==> src/rtl/dff_pipe_r.sv <==
// dff_pipe_r -- elastic WIDTH-bit, DEPTH-stage register pipeline.
//
// Every stage has a data register and a valid bit. Upstream and downstream
// both use a valid/ready handshake. Empty stages fill from upstream even
// while the output is stalled, so bubbles collapse. A synchronous flush
// drops all valid beats but keeps the data registers.
//
// Optional feature macro: DFF_PIPE_COUNT_EN
//   defined   : count is a register tracking the number of valid stages
//   undefined : count is tied to zero and no counter is built
//
// Parameters:
//   WIDTH  data width in bits (>= 1)
//   DEPTH  number of register stages (>= 1)
//   CW     width of count, derived from DEPTH (do not override)
//
// Ports:
//   clk      rising-edge clock
//   reset_n  asynchronous active-low reset
//   flush    synchronous clear of all stage valid bits
//   s_valid  upstream beat valid
//   s_data   upstream beat data
//   s_ready  pipeline accepts a beat this cycle
//   m_valid  output beat valid (masked during flush)
//   m_data   output beat data (last stage)
//   m_ready  downstream accepts the output beat
//   count    number of valid stages (zero when the counter is not built)
module dff_pipe_r #(
  parameter int WIDTH = 32,
  parameter int DEPTH = 2,
  parameter int CW    = $clog2(DEPTH + 1)
) (
  input  logic             clk,
  input  logic             reset_n,
  input  logic             flush,
  input  logic             s_valid,
  input  logic [WIDTH-1:0] s_data,
  output logic             s_ready,
  output logic             m_valid,
  output logic [WIDTH-1:0] m_data,
  input  logic             m_ready,
  output logic [CW-1:0]    count
);

  logic [WIDTH-1:0] d [DEPTH];
  logic [DEPTH-1:0] v;
  logic [DEPTH-1:0] adv;
  logic             carry;

  // A stage advances when it holds a beat and the stage after it is empty
  // or is itself advancing. The chain is walked from the output end with a
  // running carry so that each bit depends only on v and m_ready.
  always_comb begin
    adv          = '0;
    carry        = v[DEPTH-1] & m_ready;
    adv[DEPTH-1] = carry;
    for (int unsigned i = 0; i + 1 < DEPTH; i++) begin
      carry              = v[DEPTH-2-i] & (~v[DEPTH-1-i] | carry);
      adv[DEPTH-2-i]     = carry;
    end
  end

  assign s_ready = reset_n & ~flush & (~v[0] | adv[0]);
  assign m_valid = v[DEPTH-1] & ~flush;
  assign m_data  = d[DEPTH-1];

  always_ff @(posedge clk or negedge reset_n) begin
    if (!reset_n) begin
      for (int unsigned i = 0; i < DEPTH; i++) begin
        d[i] <= '0;
      end
      v <= '0;
    end else if (flush) begin
      v <= '0;
    end else begin
      if (s_valid && s_ready) begin
        d[0] <= s_data;
        v[0] <= 1'b1;
      end else if (adv[0]) begin
        v[0] <= 1'b0;
      end
      for (int unsigned i = 1; i < DEPTH; i++) begin
        if (adv[i-1]) begin
          d[i] <= d[i-1];
          v[i] <= 1'b1;
        end else if (adv[i]) begin
          v[i] <= 1'b0;
        end
      end
    end
  end

`ifdef DFF_PIPE_COUNT_EN
  logic in_xfer;
  logic out_xfer;

  assign in_xfer  = s_valid & s_ready;
  assign out_xfer = m_valid & m_ready;

  always_ff @(posedge clk or negedge reset_n) begin
    if (!reset_n) begin
      count <= '0;
    end else if (flush) begin
      count <= '0;
    end else if (in_xfer && !out_xfer) begin
      count <= count + CW'(1);
    end else if (out_xfer && !in_xfer) begin
      count <= count - CW'(1);
    end
  end
`else
  assign count = '0;
`endif

endmodule

==> config.mk <==
export PLATFORM = sky130hd
export DESIGN_NAME = dff_pipe_r
export DESIGN_NICKNAME = d
export VERILOG_FILES = /design/src/rtl/dff_pipe_r.sv
export SDC_FILE = /design/constraint.sdc
export NUM_CORES = 1
export LEC_CHECK = 0
export CORE_ASPECT_RATIO = 0.5
export CORE_MARGIN = 3
export CORE_UTILIZATION = 44
export CTS_CLUSTER_DIAMETER = 30
export CTS_CLUSTER_SIZE = 20
export DETAILED_ROUTE_END_ITERATION = 10
export GPL_TIMING_DRIVEN = 0
export PLACE_DENSITY = 0.76
export SLEW_MARGIN = 25
export SYNTH_ARGS = -nofsm -noshare
export SYNTH_HDL_FRONTEND = slang
export SYNTH_SLANG_ARGS = --single-unit
==> constraint.sdc <==
create_clock -name clk -period 1.4 [get_ports clk]
set_input_delay 0.14 -clock clk [delete_from_list [all_inputs] [get_ports clk]]
set_output_delay 0.14 -clock clk [all_outputs]
set_load 0.01 [all_outputs]
==> results.toml, run 1 <==
[run_status]
status = "finished with violations"
violations = "hold timing, setup timing"

[worst_setup_path]
path_class = "reg2reg"
endpoint_kind = "flop"
start_kind = "flop"
required_ns = 1.60
worst-path-max-fanout = 5
cp.arrival_ns = 1.78

[final_layout]
multiInputGateArea_um2 = 1040
area_growth_syn_to_layout_pct = 51.2
fin_util_pct = 70.7
regArea_um2 = 1650
antennaDiodeCount = 0
drive_gt1_share_pct = 51.2
nets = 324
final.fill_count = 437

[placement]
globalplace.congestion = 0.705
dp_hpwl_um = 3540
place.port_buffers = 70

[clocking]
clk_pin_slew_ns = 0.05
clock_latency_ns = 0.31
cts-root-buf = "clkbuf_16"
htreeDepth = 3
cts_tree = "done"
numCtsBuffers = 9
cts.sinks = 66
hold_buffers = 1
cts_buffer_depth = 2

[detailed_routing]
drtIter0Drc = 61
via_count = 1709
drt_wl_total_um = 6080
drt-pass1-iter-count = 4
drc = 0
via_per_inst = 4.51
wl_per_cell_um = 16.1
ant_nets = 0

[timing]
finalSetupViolCount = 66
drv_slew = 0
fin_skew_ns = 0.00248
finalCritPeriodShare_pct = 113
rsz0062_at_grt = "true"
maxSlewHeadroom_pct = 44.4
holdWs_ns = -0.206
max_freq_mhz = 633
fin_ws_ns = -0.180
period_needed_ns = 1.58
worst_pin_slew_ns = 0.832
hold_viol = 47

[power_and_ir_drop]
power_w = 0.00683
comb_power_share_pct = 31.0
swShare_pct = 24.1
intPower_w = 0.00518
power_density_nw_per_um2 = 1540
p_leak_nw = 2.14
p_switching_w = 0.00165
peakVddDrop_v = 0.000713
seqPwrFrac_pct = 39.6
power.share.clock_pct = 29.4

[synthesis]
synth-seq-cells = 66
syn_inst = 181
syn-cell-area_um2 = 2930
syn_area_per_cell_um2 = 16.2
seq_area_frac_synth_pct = 56.5
yosysWarnings = 0
synth.distinct_cells = 16

[global_routing]
grt_usage_pct = 16.1
grt_max_degree = 50
first_global_vias = 1911
grt_antenna_before_repair = 0
grt_pass1_wl_um = 9530
gr-total-overflow = 0

[floorplan]
num_io_pins = 73
initial_utilization_pct = 46.8
die_h_um = 63.7
dieArea_um2 = 7720
core_area_um2 = 6260
num_rows = 20
fp.dieW_um = 121

[job]
drv_cap = 0

[hold_path]
min_path_type = "in2async"
flip-flops by register name, indices dropped and copies added, names as in the netlist:
register / cells
d: 32
m_data: 32
v: 2
final cells by class:
class	count	share of cell area, %
Clock buffer	12	5.80
Tap cell	88	2.49
Multi-Input combinational cell	75	23.5
Timing Repair Buffer	94	22.0
Buffer	41	8.54
Sequential cell	66	37.3
Clock inverter	3	0.339
power by group through the flow:
stage / Sequential (W) / Combinational [W] / Clock, W
floorplan: 0.00261 / 0.00117 / 0
global placement: 0.00266 / 0.00200 / 0
detailed placement: 0.00269 / 0.00205 / 0
CTS: 0.00269 / 0.00204 / 0.00205
global route: 0.00277 / 0.00227 / 0.00214
finish: 0.00270 / 0.00212 / 0.00201
layout by cell type (no fill, tap or decap), types with 3 or more instances in the layout:
cell             count
buf_6                6
clkinv_2             3
buf_12               7
mux2_4              62
dlygate4sd2_1       33
dfrtp_1             66
buf_4               47
clkbuf_16           12
clkdlybuf4s50_1     34
cell usage after synthesis:
cell,n,area (um2)
buf_12,3,60.1
mux2_1,30,338
and2b_4,1,10.0
and4b_1,1,10.0
mux2_2,5,56.3
nand3b_1,1,7.51
o21bai_1,1,7.51
dfrtp_1,66,1650
and2b_2,1,8.76
buf_6,4,45.0
conb_1,1,3.75
and3b_2,1,10.0
nor3b_4,1,18.8
buf_4,34,255
mux2_4,29,435
nor2_1,2,7.51
per-layer routing:
metal,wire (um),up-vias,GRT usage [%],part of all wire (%)
li1,-,794,-,-
met1,2600,875,19.7,43
met2,3210,32,27.7,53
met3,188,8,3.86,3.1
met4,85,0,5.87,1.4
met5,0,-,0,0
kinds of logic after synthesis:
logic type	after synthesis	share of synthesized area [%]
DFF	66	56.5
muxes	64	28.4
other	1	0.128
AOI/OAI and AO/OA	1	0.257
buffers and inverters	41	12.3
and+or+nand+nor	8	2.48
worst paths after layout:
path                          from         end  slack, ns  cells after the start
min                        reset_n       d[41]      -0.21                      2
min in group clk             flush        v[1]       0.26                      2
min reg2reg                  d[47]  m_data[15]       0.51                      1
max in group asynchronous  reset_n  m_data[29]       0.38                      2
max reg2reg                   v[1]       d[54]      -0.18                      6
max                           v[1]       d[54]      -0.18                      6
critical path: stages (launching register included):
cell and delay, ns:
dfrtp_1 0.41, nand3b_1 0.13, and4b_1 0.23, buf_6 0.14
buf_12 0.12, clkbuf_16 0.14, mux2_4 0.30
per-stage QoR:
| step | area (um2) | setup slack, ns | cells | setup TNS (ns) |
|---|---|---|---|---|
| 3_3_place_gp | 3740 | -2.51 | 340 | -218.60 |
| 2_1_floorplan | 2930 | -0.0399 | 182 | -1.20 |
| 6_report | 4420 | -0.180 | 379 | -9.72 |
| 5_1_grt | 4420 | -0.238 | 379 | -13.30 |
| 4_1_cts | 4270 | -0.150 | 371 | -7.88 |
| 3_5_place_dp | 3760 | -0.480 | 341 | -25.13 |
repair_timing:
item                       4_1_cts  5_1_grt
hold endpoints to repair        19       47
buffers inserted                11        6
gates cloned                     3        3
pin swaps                        1        3
resized for setup               72       15
setup endpoints to repair       95       66
Note: power is estimated with default switching activity, not from simulation.
==> inputs of run 2 (changes only) <==
Settings changed: CORE_UTILIZATION 44 to 49, PLACE_DENSITY 0.76 to 0.8.
Clock period 1.4 ns to 1.6 ns, I/O delays scaled along.
==> results.toml, run 2 (synthesis results as in run 1) <==
[floorplan]
core_area_um2 = 5630
num_io_pins = 73
dieArea_um2 = 6990
initial_utilization_pct = 51.9
num_rows = 19
die_h_um = 60.6
fp.dieW_um = 115

[final_layout]
drive_gt1_share_pct = 35.5
final.fill_count = 383
mostFrequentLayoutCells = "clkdlybuf4s50_1, dfrtp_1, buf_4"
fin_cells = 346
design_area_um2 = 4070
area_growth_syn_to_layout_pct = 39.1
final_common_cell = "clkdlybuf4s50_1"
nets = 305
antennaDiodeCount = 0

[timing]
worst_pin_slew_ns = 0.534
max_freq_mhz = 647
maxSlewHeadroom_pct = 64.4
drv_slew = 0
period_needed_ns = 1.55
fin_skew_ns = 0.00549
hold_viol = 0
holdWs_ns = 0.296
finalSetupViolCount = 0
finalCritPeriodShare_pct = 96.6

[worst_setup_path]
required_ns = 1.79
crit_family = "flip-flops"
cpPeakStageDelay_ns = 0.39
worst-path-max-fanout = 10
start_kind = "flop"
worstPathCellList = "and2b_4 > nor3b_4 > buf_6 > buf_6 > mux2_1"
cp.arrival_ns = 1.74
path_class = "reg2reg"
critical_path_buf_inv_count = 2
cpMaxStageDelayCell = "dfrtp_1"
endpoint_kind = "flop"
crit_top_cell = "buf_6"

[global_routing]
first_global_vias = 1756
grt_antenna_before_repair = 0
gr-total-overflow = 0
grt_usage_pct = 15.2
grt_pass1_wl_um = 8110
grt_max_degree = 43

[detailed_routing]
ant_nets = 0
drt-pass1-iter-count = 4
via_count = 1604
wl_per_cell_um = 14.4
via_per_inst = 4.64
drc = 0
drt_wl_total_um = 4990
drtIter0Drc = 30

[clocking]
cts_tree = "done"
cts-root-buf = "clkbuf_16"
cts_buffer_depth = 2
clock_latency_ns = 0.31
clk_pin_slew_ns = 0.05
cts.sinks = 66
htreeDepth = 3
numCtsBuffers = 9

[power_and_ir_drop]
power_density_nw_per_um2 = 1470
p_leak_nw = 1.85
peakVddDrop_v = 0.000732
power_w = 0.00600

[run_status]
status = "completed"

[hold_path]
min_path_type = "in2reg"

[placement]
place.port_buffers = 70
dpl.cell_count = 326
globalplace.congestion = 0.683
placedInstanceArea_um2 = 3740
dp_hpwl_um = 3620

[job]
drv_cap = 0
## run 2: changes by cell type in the layout (fill, tap and decap cells not counted), moves of 2 or more
cell | previous run | this run
dlygate4sd2_1 | 33 | 2
mux2_4 | 62 | 29
mux2_2 | 2 | 5
clkinv_2 | 3 | 1
clkbuf_16 | 12 | 9
mux2_1 | 0 | 30
buf_16 | 2 | 0
clkdlybuf4s50_1 | 34 | 67
buf_4 | 47 | 35
buf_12 | 7 | 4
## run 2: report_power, final
group          internal, W  total (W)  switching [W]
Combinational      0.00126    0.00177       0.000514
Sequential         0.00211    0.00233       0.000222
Clock              0.00125    0.00190       0.000652
## run 2: what timing repair did
action                                  CTS  global route
hold buffers                              2             1
resized for setup                         2             1
buffers inserted                          1             0
endpoints found under the setup margin   12            23
hold endpoints to repair                 24             8
pin swaps                                 1             0
## run 2: final cells by class
| cell class | instances | area, um2 | share of cell area, % |
|---|---|---|---|
| sequential | 66 | 1650 | 40.6 |
| multi-input combinational | 75 | 917 | 22.5 |
| timing repair buffer | 75 | 752 | 18.5 |
| buffer | 41 | 360 | 8.85 |
| clock buffer | 12 | 246 | 6.06 |
| tap | 73 | 91.3 | 2.24 |
| clock inverter | 4 | 51.3 | 1.26 |
## run 2: metrics by stage
step	setup slack (ns)	utilization [%]	TNS, ns
2_1_floorplan	0.160	-	0
3_3_place_gp	-2.33	66.0	-195.06
3_5_place_dp	-0.271	66.4	-11.61
4_1_cts	0.0432	72.1	0
5_1_grt	-0.00997	72.2	-0.0490
6_report	0.0548	72.2	0
## run 2: path summary, 6_finish.rpt
check / from / to / slack [ns] / cells past startpoint
min in group asynchronous: reset_n / d[38] / 0.51 / 3
max: v[1] / m_data[22] / 0.05 / 5
min: flush / v[1] / 0.30 / 2
max reg2reg: v[1] / m_data[22] / 0.05 / 5
max in group asynchronous: reset_n / m_data[28] / 0.40 / 4
min reg2reg: m_data[14] / m_data[14] / 0.48 / 1
## run 2: per-layer routing
metal	global-route usage, %	routed length [um]	vias up
met5	0	0	-
met4	5.52	40	0
met3	3.98	175	4
met2	27.3	2660	32
met1	18.1	2110	809
li1	-	-	759
==> variant 1, RTL diff (flow settings as in run 1) <==
Set the parameter `DEPTH` to 4 (it was 2).
--- a/src/rtl/dff_pipe_r.sv
+++ b/src/rtl/dff_pipe_r.sv
@@ -29,3 +29,3 @@
   parameter int WIDTH = 32,
-  parameter int DEPTH = 2,
+  parameter int DEPTH = 4,
   parameter int CW    = $clog2(DEPTH + 1)
Interface: changed (resized count); port bits go from 73 to 74. No check against the original RTL was run, so the function may have changed too.
==> variant 1 against run 1 <==
  * The run still ends with negative hold slack, negative setup slack left
  * Worst setup slack worse by 0.13 ns
  * Clock power is 130% higher
  * Synthesized cell count grew 82%
  * Non-clock buffer count shrank 2
  * Critical path type unchanged
  * Hold slack got worse by 0.11 ns
  * Clock skew grew 0.0057 ns
  * Utilization fell by 5.9 points
  * Synthesized area grew 83%
  * Largest cell class unchanged
  * Fmax shrank 7.8%
  * Design area up 67%
  * Total power grew 74%
  * Sequential cell count rose by 66
  * Wire length increased by 55%
  * Critical path depth shrank 1
==> variant 1: results (changes against run 1) <==
ys_types: 20  # +4
irDropWorstVdd_mv: 0.862  # +21%
slew_headroom_pct: 63.7  # +19 points
violations: "negative hold slack, negative setup slack"
gp_congestion: 0.721  # +2.3%
dp.cells: 560  # +64%
grtUsageMet2_pct: 24.0  # -3.7 points
whs_ns: -0.313  # -0.107 ns
status: "finished, violations left"
route.met3.wl_microns: 364  # +94%
hpwl_microns: 6000  # +69%
wl_met1_microns: 4440  # +71%
yosys-top-cells-count: "dfrtp_1, mux2_1, mux2_2"
h-tree-depth: 4  # +1
grt_pass1_vias: 2993  # +57%
worst_slack_ns: -0.314  # -0.134 ns
grt_pass1_wl_microns: 16000  # +68%
nets: 470  # +45%
cp.arrival_ns: 2.00  # +0.22 ns
use_met1_pct: 20.6  # +0.93 points
post_cts_buffers: 8  # -3
yosys-top-cells-area: "dfrtp_1, mux2_1, mux2_4, mux2_2, buf_4"
drive_above_1_share_pct: 51.3  # +0.14 points
hold_violations: 71  # +51%
finalWirelength_microns: 9450  # +55%
routed_via_density: 4.53  # +0.55%
grtUsageTotal_pct: 15.3  # -0.76 points
place_ws_ns: -0.907  # -0.427 ns
yosysSeqAreaShare_pct: 61.8  # +5.3 points
layout.cells.non_filler: 605  # +60%
setup_viol: 127  # +92%
route.met2.wl_microns: 4560  # +42%
skew_ns: 0.00820  # +0.00572 ns
## variant 1: cell count changes in the layout (fill, tap and decap cells not counted), moves of 3 or more
| cell | change |
|---|---|
| buf_6 | -3 |
| buf_12 | +5 |
| clkbuf_16 | +5 |
| buf_8 | +3 |
| clkinv_4 | +4 |
| mux2_4 | +32 |
| inv_6 | +3 |
| nor2_1 | +3 |
| mux2_2 | +32 |
| bufinv_16 | +3 |
| buf_4 | -4 |
| dfrtp_1 | +66 |
## variant 1: area by class of cell
class | count | area, sq um
Sequential cell | 132 | 3300
Buffer | 50 | 487
Clock inverter | 14 | 176
Clock buffer | 18 | 439
Tap cell | 159 | 199
Fill cell | 847 | 4010
Timing Repair Buffer | 83 | 866
Multi-Input combinational cell | 148 | 1930
Inverter | 1 | 3.75
## variant 1: final timing paths
check / slack [ns] / from / cells after the start / endpoint
hold reg to reg: 0.50 / d[60] / 1 / m_data[28]
max in group asynchronous: 1.04 / reset_n / 2 / d[39]
setup / recovery: -0.31 / v[2] / 5 / d[66]
min in group clk: 0.03 / flush / 2 / v[0]
setup reg to reg: -0.31 / v[2] / 5 / d[66]
hold / removal: -0.31 / reset_n / 1 / d[78]
## variant 1: report_power, final
part           internal (mW)  switching, mW  leakage, nW  total [mW]
clock network           2.87           1.67        0.297        4.54
logic                   1.48          0.539         1.85        2.02
registers               4.77          0.535         1.67        5.30
## variant 1: cell families (layout without fill, tap and decap cells)
group                  count (synthesis)  after routing  share of synthesized area, %
AOI/OAI and AO/OA                      4              4                         0.585
DFF                                  132            132                          61.8
muxes                                128            128                          29.1
and+or+nand+nor                       13             13                          1.47
other                                  1              3                        0.0701
buffers and inverters                 51            166                          7.04
## variant 1: critical path, delay by kind of cell, from the launching register on
family        cells  cell delay (ns)
flops             1             0.40
simple gates      2             0.59
buf+inv           2             0.30
mux               1             0.30
==> variant 2, RTL diff (flow settings as in run 1) <==
Without the edit above. Build with the macro `DFF_PIPE_COUNT_EN` defined.
--- a/src/rtl/dff_pipe_r.sv
+++ b/src/rtl/dff_pipe_r.sv
@@ -27,2 +27,4 @@
 //   count    number of valid stages (zero when the counter is not built)
+`define DFF_PIPE_COUNT_EN
+
 module dff_pipe_r #(
Check against the original RTL: not equivalent (a bounded check fails within 4 cycles, from zero or initial values and one cycle with reset_n low).
==> variant 2 against run 1 <==
  * The run still ends with negative hold slack, negative setup slack left
  * Sequential cell count grew 2
  * Worst setup slack improved by 0.031 ns
  * Total power barely moved
  * Hold slack improved by 0.0045 ns
  * Clock power down 2%
  * Synthesized area down 1.3%
  * Design area shrank 1.6%
  * Global-route usage shrank 0.30 points
  * Sequential share of layout area increased by 1.8 points
  * Wire length fell by 0.43%
  * Sequential power rose by 3%
  * First-iteration DRC count increased by 69%
  * Critical path type unchanged
==> variant 2: results (changes against run 1) <==
grt_pass1_wl_microns: 9430  # -1.0%
hpwl_microns: 3620  # +2.4%
nets: 326  # +0.62%
final-clk-cell-share_pct: 6.06  # -0.072 points
multi_input_area_share_pct: 24.7  # +1.2 points
whs_ns: -0.202  # +0.00446 ns
cp.arrival_ns: 1.75  # -0.03 ns
layout.cells.non_filler: 382  # +0.79%
worst_slack_ns: -0.149  # +0.0308 ns
seq_power_share_pct: 40.6  # +1.0 points
grtUsageMet2_pct: 26.5  # -1.2 points
clock_path_buffers: 2  # unchanged
vias: 1776  # +3.9%
grt_pass1_vias: 1879  # -1.7%
p_leak_nw: 2.07  # -3.4%
dp.cells: 354  # +3.8%
status: "finished, violations left"
numPortBuffers: 71  # +1.4%
fin_tns_setup_ns: -7.62  # +2.10 ns
drtIter0Drc: 103  # +69%
grt_use_met3_pct: 4.84  # +0.99 points
route.met2.wl_microns: 3080  # -4.1%
yosys-top-cells-area: "dfrtp_1, mux2_2, buf_4, buf_6, a211oi_4"
hold_violations: 48  # +2.1%
drive_above_1_share_pct: 45.6  # -5.6 points
cp_slowest_stage_delay_ns: 0.39  # -0.02 ns
setup_viol: 66  # unchanged
irDropWorstVdd_mv: 0.620  # -13%
gp_congestion: 0.724  # +2.7%
yosysSeqAreaShare_pct: 58.9  # +2.5 points
yosys-top-cells-count: "dfrtp_1, mux2_2, buf_4"
skew_ns: 0.00406  # +0.00158 ns
clock_buffers: 14  # +2
buffers_excl_clock: 123  # -8.9%
nonClkBufAreaFrac_pct: 27.5  # -3.0 points
multi_input_comb_cells: 86  # +15%
top_layer_used: "met4"
worstRegToRegCells: 5  # -1
routedWlPerCell_microns: 15.9  # -1.2%
crit_fanout: 10  # +5
sh_seq_area_pct: 39.1  # +1.8 points
netlist_instances: 194  # +7.2%
violations: "negative hold slack, negative setup slack"
swShare_pct: 24.3  # +0.20 points
num-nonclk-inverters: 1  # +1
use_met1_pct: 19.7  # -0.028 points
route.met3.wl_microns: 215  # +14%
p_total_mw: 6.82  # about the same
grtUsageTotal_pct: 15.8  # -0.30 points
cp-endpoint: "m_data[1]"
## variant 2: cell count changes after synthesis, moves of 2 or more
cell	change
mux2_2	+59
nor2_1	+2
mux2_1	-30
xnor2_1	+2
buf_12	-3
nand2_1	+4
dfrtp_1	+2
mux2_4	-29
## variant 2: kinds of logic (layout without fill, tap and decap cells)
family | after synthesis | in the layout | synth area share, %
xor gates and xnor gates | 2 | 2 | 0.607
and+or+nand+nor | 16 | 16 | 3.47
buffers and inverters | 40 | 140 | 10.6
AOI/OAI and AO/OA | 4 | 4 | 1.47
muxes | 64 | 64 | 25.0
DFF | 68 | 68 | 58.9
## variant 2: metrics by stage
stage	setup slack, ns	instance area [sq um]
final	-0.149	4350
after global routing	-0.188	4350
after CTS	-0.0992	4210
after detailed placement	-0.766	3760
after global placement	-3.06	3740
after floorplan	-0.166	2920
## variant 2: timing repair
item,CTS,global route
cloned,0,2
pin swaps,3,2
resized for setup,78,25
setup buffers,9,0
hold endpoints to repair,20,48
endpoints found under the setup margin,103,68
